### src/rtl/tdm_pkg.sv
// Shared definitions for the 4-channel TDM link (transmit and receive sides).
// Optional feature: define TDM_PARITY_EN to append one even-parity bit per slot.
package tdm_pkg;

    localparam int CH_NUM = 4;

`ifdef TDM_PARITY_EN
    localparam int PAR_BITS = 1;
`else
    localparam int PAR_BITS = 0;
`endif

    typedef enum logic {
        HUNT = 1'b0,
        RECV = 1'b1
    } state_t;

    typedef logic [1:0] slot_t;

    // Even parity: the parity bit equals the XOR of the data bits.
    function automatic logic even_par(input logic [15:0] d);
        return ^d;
    endfunction

endpackage

### src/rtl/tdm_slot_shift.sv
// Slot deserialiser: MSB-first shift register, bit counter and optional parity check.
// Parity bit handling is present only when TDM_PARITY_EN is defined.
module tdm_slot_shift
    import tdm_pkg::*;
#(
    parameter int W = 8
) (
    input  logic         clk,
    input  logic         rst_n,
    input  logic         din,
    input  logic         load,
    input  logic         shift,
    output logic [W-1:0] word,
    output logic         done,
    output logic         par_ok,
    output logic         first
);

    localparam int SLOT_BITS = W + PAR_BITS;
    localparam int SR_W      = SLOT_BITS - 1;
    localparam int CNT_W     = $clog2(SLOT_BITS);

    logic [SR_W-1:0]      sr;
    logic [CNT_W-1:0]     bit_cnt;
    logic [SLOT_BITS-1:0] nxt;

    // The completed slot is taken from the shift path so the word is ready on its last bit.
    assign nxt   = {sr, din};
    assign done  = shift && (bit_cnt == CNT_W'(SLOT_BITS - 1));
    assign first = (bit_cnt == '0);

`ifdef TDM_PARITY_EN
    assign word   = nxt[SLOT_BITS-1:1];
    assign par_ok = (even_par(16'(word)) == nxt[0]);
`else
    assign word   = nxt;
    assign par_ok = 1'b1;
`endif

    always_ff @(posedge clk or negedge rst_n) begin
        if (!rst_n) begin
            sr      <= '0;
            bit_cnt <= '0;
        end else if (load) begin
            sr      <= SR_W'(din);
            bit_cnt <= CNT_W'(1);
        end else if (shift) begin
            sr      <= nxt[SR_W-1:0];
            bit_cnt <= done ? '0 : bit_cnt + CNT_W'(1);
        end
    end

endmodule

### src/rtl/tdm_demux4_rx.sv
// Receive side of the 4-channel TDM link: frame sync FSM, slot counter, per-channel registers.
// Build option TDM_PARITY_EN enables per-slot even parity and the par_err pulse.
module tdm_demux4_rx
    import tdm_pkg::*;
#(
    parameter int W = 8
) (
    input  logic                clk,
    input  logic                rst_n,
    input  logic                din,
    input  logic                din_vld,
    input  logic                sof,
    output logic [CH_NUM*W-1:0] ch_data,
    output logic [1:0]          ch_sel,
    output logic                word_vld,
    output logic [1:0]          word_ch,
    output logic                frame_vld,
    output logic                sync_err,
    output logic                par_err
);

    state_t       state;
    slot_t        slot;
    logic [W-1:0] word;
    logic         done;
    logic         par_ok;
    logic         first;
    logic         frame_start;
    logic         load;
    logic         shift;
    logic         sof_err;
    logic         miss_err;

    // Any sof restarts a frame; only a sof exactly on the first bit of slot 0 is legal in RECV.
    always_comb begin
        frame_start = (slot == 2'd0) && first;
        load        = din_vld && sof;
        shift       = din_vld && !sof && (state == RECV) && !frame_start;
        sof_err     = din_vld && sof && (state == RECV) && !frame_start;
        miss_err    = din_vld && !sof && (state == RECV) && frame_start;
    end

    tdm_slot_shift #(.W(W)) u_shift (
        .clk    (clk),
        .rst_n  (rst_n),
        .din    (din),
        .load   (load),
        .shift  (shift),
        .word   (word),
        .done   (done),
        .par_ok (par_ok),
        .first  (first)
    );

    always_ff @(posedge clk or negedge rst_n) begin
        if (!rst_n) begin
            state     <= HUNT;
            slot      <= 2'd0;
            ch_data   <= '0;
            word_vld  <= 1'b0;
            word_ch   <= 2'd0;
            frame_vld <= 1'b0;
            sync_err  <= 1'b0;
        end else begin
            word_vld  <= 1'b0;
            frame_vld <= 1'b0;
            sync_err  <= sof_err || miss_err;
            if (load) begin
                state <= RECV;
                slot  <= 2'd0;
            end else if (miss_err) begin
                state <= HUNT;
                slot  <= 2'd0;
            end else if (done) begin
                slot      <= slot + 2'd1;
                frame_vld <= (slot == 2'd3);
                if (par_ok) begin
                    ch_data[int'(slot)*W +: W] <= word;
                    word_vld <= 1'b1;
                    word_ch  <= slot;
                end
            end
        end
    end

`ifdef TDM_PARITY_EN
    always_ff @(posedge clk or negedge rst_n) begin
        if (!rst_n) par_err <= 1'b0;
        else        par_err <= done && !par_ok;
    end
`else
    assign par_err = 1'b0;
`endif

    assign ch_sel = slot;

endmodule

### config.mk
export PLATFORM = sky130hd
export DESIGN_NAME = tdm_demux4_rx
export DESIGN_NICKNAME = d
export VERILOG_FILES = /design/src/rtl/tdm_pkg.sv /design/src/rtl/tdm_slot_shift.sv /design/src/rtl/tdm_demux4_rx.sv
export SDC_FILE = /design/constraint.sdc
export NUM_CORES = 1
export LEC_CHECK = 0
export CAP_MARGIN = 20
export CORE_MARGIN = 4
export CORE_UTILIZATION = 40
export DETAILED_ROUTE_END_ITERATION = 10
export PLACE_DENSITY_LB_ADDON = 0.15
export SLEW_MARGIN = 20
export SYNTH_ARGS = -nofsm -noshare
export SYNTH_HDL_FRONTEND = slang
export SYNTH_SLANG_ARGS = --single-unit
### constraint.sdc
create_clock -name clk -period 2.25 [get_ports clk]
set_input_delay 0.225 -clock clk [delete_from_list [all_inputs] [get_ports clk]]
set_output_delay 0.225 -clock clk [all_outputs]
set_load 0.01 [all_outputs]
==> out/results.ini, run 1 <==
[run_status]
status = finished clean

[route]
drtIter0Drc = 64
wl_met1_um = 2520
wl_per_cell_um = 15.3
met2WireLength_um = 2370
vias_per_cell = 5.11
drt-total-wl_um = 5230
dr.max_layer_used = met4
route.detailed.drc = 0
ant_nets = 0
drt-pass1-iter-count = 4
num_vias = 1746
wl_met3_um = 280

[global_route]
grt_pass1_wl_um = 8870
grt_antenna_before_repair = 0
grt_start_max_net_pins = 24
track_usage_pct = 15.8
grt_overflow = 0
grt_pass1_vias = 1736

[synthesis]
syn_nets = 235
synth_seq_area_share_pct = 53.6
synth_edf_count = 0
synthDistinctLibCells = 35
syn_inst = 223
synth_seq_cells = 50
synth_ff_type = dfrtp_1
synthArstFlopShare_pct = 100
syn_area_per_cell_um2 = 10.5
yosysWarnings = 0
syn_area_um2 = 2330

[final_layout]
nets = 281
antenna_cells = 0
final_common_cell = dfrtp_1
layout-drive-gt1-share_pct = 10.7
synthToLayoutAreaGrowth_pct = 27.8
final_cell_mix = dfrtp_1 (50), clkdlybuf4s50_1 (42), nand3_1 (30), inv_1 (27), nand2_1 (19)
stdcell_area_um2 = 2980
fillers = 500

[placement]
hpwlAfterDp_um = 3640
port_buffers = 43
place_area_um2 = 2830
place_congestion = 0.802

[power]
p_leak_nw = 1.41
power_density_nw_per_um2 = 806
finalPower_mw = 2.40
ir_drop_mv = 0.485

[worst_hold_path]
holdCritPathClass = in -> async

[clock_network]
clk_pin_slew_worst_paths_ns = 0.09
clock-sinks = 50
clk_path_buf_depth = 2
tritoncts = yes
cts_resized = 0
h-tree-depth = 2
worstSkewPairLatency_ns = 0.30
numCtsBuffers = 5
cts_root_buf = clkbuf_8

[die]
initial_utilization_pct = 41.9
core_area_um2 = 5570
row_count = 27
dieArea_um2 = 7120
num_io_pins = 45
die_w_um = 84.4
die_y_um = 84.4

[flow_run]
drv_cap = 0

[timing]
rsz0062_at_grt = false
setup_violations = 0
hold_viol = 0
max-slew-margin-rel_pct = 63.9
drv_slew = 0
clock.fmax_mhz = 539
fin_crit_sh_pct = 82.5
skew_ns = 0.00722
min_period_ns = 1.86
tightest_slew_ns = 0.542
finalSetupTns_ns = 0

[critical_path]
path_class = reg -> reg
cp-end-kind = flip-flop
cp_max_fo = 9
start_kind = flip-flop
critPathRequiredTime_ns = 2.44
worstPathArrival_ns = 2.05

==> synth_stat cells, types with 2 or more instances <==
library cell	n	share of area [%]
nand3b_1	2	0.64
o22ai_1	14	3.8
o2bb2ai_1	8	3.0
mux2_2	3	1.4
buf_2	6	1.3
nand4b_1	2	0.75
buf_6	3	1.4
and4b_1	2	0.86
clkbuf_1	4	0.64
o21ai_0	11	2.4
and3_4	2	0.97
and3b_1	3	1.1
nand2b_1	2	0.54
nand2_1	19	3.1
mux2_4	2	1.3
ha_1	7	3.8
nor2_1	3	0.48
mux2i_1	8	3.4
inv_1	27	4.3
nand3_1	30	6.4
nor3_1	2	0.43
dfrtp_1	50	54
==> kinds of logic after synthesis <==
kind of cell	synth area share, %
other	0.161
XOR/XNOR	0.375
AO/OA/AOI/OAI	10.5
adder cells (fa/ha/maj)	3.75
AND/OR/NAND/NOR	17.2
multiplexers	6.17
flip-flops	53.6
buffers and inverters	8.20
==> path summary, 6_finish.rpt <==
| path | startpoint | end | slack (ns) | cells past startpoint |
|---|---|---|---|---|
| setup / recovery | u_shift.bit_cnt[0] | ch_data[30] | 0.39 | 5 |
| hold / removal | rst_n | state | 0.43 | 2 |
| setup reg to reg | u_shift.bit_cnt[0] | ch_data[30] | 0.39 | 5 |
| hold reg to reg | ch_data[18] | ch_data[18] | 0.50 | 1 |
| max in group asynchronous | rst_n | ch_data[9] | 1.17 | 3 |
| min in group clk | ch_data[18] | ch_data[18] | 0.50 | 1 |
==> metal layers <==
layer  global-route usage, %  up-vias
met5                       0        -
met2                    24.2       44
met3                    3.43        5
met4                    4.32        0
li1                        -      859
met1                    22.7      838
==> stage by stage <==
step                std cells  utilization (%)  hold slack (ns)  setup slack, ns
floorplan                 223                -          -0.0706            0.339
global placement          333             50.8            0.248            0.398
detailed placement        333             50.8            0.247            0.331
CTS                       342             53.5            0.459            0.388
global route              342             53.5            0.482            0.273
finish                    342             53.5            0.432            0.393
==> sequential cells by signal, summed over array words and instances (netlist names) <==
signal and cells:
ch_data 32, u_shift.sr 7, u_shift.bit_cnt 3, ch_sel 2, word_ch 2, frame_vld 1
state 1, sync_err 1, word_vld 1
==> where the power goes <==
| group | switching [mW] | total (mW) | internal, mW |
|---|---|---|---|
| sequential | 0.127 | 1.14 | 1.01 |
| combinational | 0.273 | 0.523 | 0.250 |
| clock | 0.299 | 0.744 | 0.445 |
==> what timing repair did <==
item                       in CTS  in global routing
hold endpoints to repair       21                  0
hold buffers                    1                  0
setup buffers                   0                  0
setup endpoints to repair       0                  0
==> worst max-delay path: stages, from the launching register on <==
cell     delay (ns)
dfrtp_1        0.38
ha_1           0.15
ha_1           0.23
and4b_1        0.37
and3_4         0.29
mux2_4         0.31
==> final cells by class <==
class	count	area (µm²)	share of cell area [%]
Sequential cell	50	1250	42.0
Multi-Input combinational cell	131	891	29.9
Timing Repair Buffer	54	510	17.1
Inverter	27	101	3.40
Tap cell	72	90.1	3.02
Clock buffer	5	68.8	2.31
Clock inverter	3	68.8	2.31
(Power assumes the default switching activity.)
==> run 2: changes to the inputs <==
==> constraint.sdc (replaced) <==
create_clock -name clk -period 1.88 [get_ports clk]
set_input_delay 0.188 -clock clk [delete_from_list [all_inputs] [get_ports clk]]
set_output_delay 0.188 -clock clk [all_outputs]
set_load 0.01 [all_outputs]
==> out/results.ini, run 2 (synthesis results as in run 1) <==
[route]
num_vias = 1755  ; +0.52%
drt-total-wl_um = 5200  ; -0.57%
vias_per_cell = 5.06  ; -0.93%
drtIter0Drc = 139  ; +120%
drt-pass1-iter-count = 4  ; unchanged
ant_nets = 0  ; unchanged
wl_per_cell_um = 15.0  ; -2.0%
route.detailed.drc = 0  ; unchanged

[timing]
rsz0062_at_grt = false
min_period_ns = 1.73  ; -0.129 ns
finalSetupTns_ns = 0  ; unchanged
fin_crit_sh_pct = 91.9  ; +9.4 points
skew_ns = 0.0106  ; +0.00341 ns
max-slew-margin-rel_pct = 63.7  ; -0.18 points
drv_slew = 0  ; unchanged
tightest_slew_ns = 0.542  ; +0.000380 ns
setup_violations = 0  ; unchanged
clock.fmax_mhz = 579  ; +7.5%
hold_viol = 0  ; unchanged
fin_ws_ns = 0.152  ; -0.241 ns

[critical_path]
r2r_slack_ns = 0.15  ; -0.24 ns
cpMostUsedCell = ha_1
cp_slowest_cell = dfrtp_1
worstRegToRegCells = 5  ; unchanged
r2r-start = u_shift.bit_cnt[0]
cpPeakStageDelay_ns = 0.40  ; +0.02 ns
cp-end-kind = flip-flop
cpLargestDelayFamily = simple AND/OR/NAND/NOR gates
cp_max_fo = 5  ; -4
startpoint = u_shift.bit_cnt[0]
critPathRequiredTime_ns = 2.07  ; -0.37 ns
path_buf_inv = 0  ; unchanged
crit_path_end = word_ch[0]
path_class = reg -> reg
worstPathArrival_ns = 1.91  ; -0.14 ns
crit_chain = ha_1, ha_1, and4b_1, nand2_1, mux2_2
r2r-end = word_ch[0]
start_kind = flip-flop
cp.depth = 5  ; unchanged

[clock_network]
clk_pin_slew_worst_paths_ns = 0.09  ; about the same
numCtsBuffers = 5  ; unchanged
cts_setup_buffers = 0  ; unchanged
h-tree-depth = 2  ; unchanged
worstSkewPairLatency_ns = 0.30  ; about the same
tritoncts = yes
clk_path_buf_depth = 2  ; unchanged
cts_root_buf = clkbuf_8
cts_resized = 0  ; unchanged
clock-sinks = 50  ; unchanged

[global_route]
grt_pass1_vias = 1808  ; +4.1%
grt_antenna_before_repair = 0  ; unchanged
grt_start_max_net_pins = 29  ; +21%
grt_pass1_wl_um = 8900  ; +0.32%
track_usage_pct = 15.5  ; -0.29 points
grt_overflow = 0  ; unchanged

[final_layout]
fillers = 504  ; +0.80%
nets = 286  ; +1.8%
antenna_cells = 0  ; unchanged
final_common_cell = dfrtp_1
largest_reg_flops = 32  ; unchanged
final_cell_mix = dfrtp_1 (50), clkdlybuf4s50_1 (42), nand3_1 (30), inv_1 (27), nand2_1 (19)
synthToLayoutAreaGrowth_pct = 28.1
layout-drive-gt1-share_pct = 12.4  ; +1.6 points
reg_top3 = ch_data: 32 flops, u_shift.sr: 7 flops, u_shift.bit_cnt: 3 flops
largest-register = ch_data
final_cells = 347  ; +1.5%

[placement]
place_congestion = 0.803  ; +0.21%
port_buffers = 43  ; unchanged
post-place-ws_ns = 0.145  ; -0.186 ns
hpwlAfterDp_um = 3640  ; about the same
dp_cells = 338  ; +1.5%

[die]
dieArea_um2 = 7120  ; unchanged
core_area_um2 = 5570  ; unchanged
die_y_um = 84.4  ; unchanged
initial_utilization_pct = 41.9  ; unchanged
row_count = 27  ; unchanged
die_w_um = 84.4  ; unchanged
num_io_pins = 45  ; unchanged

[power]
p_leak_nw = 1.42  ; +0.55%
power_density_nw_per_um2 = 890  ; +10%
ir_drop_mv = 0.356  ; -27%

[run_status]
status = finished clean

[worst_hold_path]
holdCritPathClass = in -> async

[flow_run]
drv_cap = 0  ; unchanged

run 2: cell types whose count changed in the layout (fill, tap and decap cells not counted), sizes merged:
cell and change:
buf +5, bufinv -2, clkbuf +1, clkinvlp +1
run 2: how the worst min path moves through the flow:
stage	startpoint	to	slack (ns)	cells past startpoint
after floorplan	rst_n	ch_data[0]	-0.11	0
after global placement	rst_n	ch_data[14]	0.20	1
after detailed placement	rst_n	ch_data[11]	0.19	1
after CTS	rst_n	ch_data[5]	0.40	2
after global routing	rst_n	ch_data[5]	0.44	2
final	rst_n	ch_data[10]	0.38	2
run 2: repair_timing:
action                     4_1_cts  5_1_grt
setup endpoints to repair        0        0
hold endpoints to repair        22        0
hold buffers                     1        0
run 2: worst reg2reg max path, stage by stage (launching register included):
cell	delay, ns
dfrtp_1	0.40
ha_1	0.20
ha_1	0.18
and4b_1	0.28
nand2_1	0.19
mux2_2	0.36
run 2: stage by stage:
stage	total power [mW]	hold WS [ns]	cell area, µm²	utilization [%]
6_report	2.66	0.384	2990	53.6
5_1_grt	2.84	0.436	2990	53.6
4_1_cts	2.70	0.400	2990	53.6
3_5_place_dp	2.04	0.194	2880	51.7
3_3_place_gp	2.04	0.197	2880	51.7
2_1_floorplan	1.70	-0.108	2340	-
run 2: final cells by class:
| class | count | area, µm² | share of cell area, % |
|---|---|---|---|
| flip-flops and latches | 50 | 1250 | 41.9 |
| multi-input cells | 131 | 891 | 29.8 |
| repair buffers | 59 | 561 | 18.8 |
| inverters | 27 | 101 | 3.39 |
| well taps | 72 | 90.1 | 3.01 |
| clock buffers | 6 | 82.6 | 2.76 |
| clock inverters | 2 | 12.5 | 0.419 |
run 2: power by group:
| group | internal [mW] | total (mW) | switching [mW] |
|---|---|---|---|
| Combinational | 0.323 | 0.654 | 0.331 |
| Sequential | 1.21 | 1.36 | 0.152 |
| Clock | 0.296 | 0.644 | 0.348 |
run 2: routing by layer:
metal	GRT usage [%]	up-vias	wire length [µm]
li1	-	869	-
met1	20.8	832	2460
met2	24.7	43	2410
met3	4.12	11	253
met4	4.32	0	87
met5	0	-	0
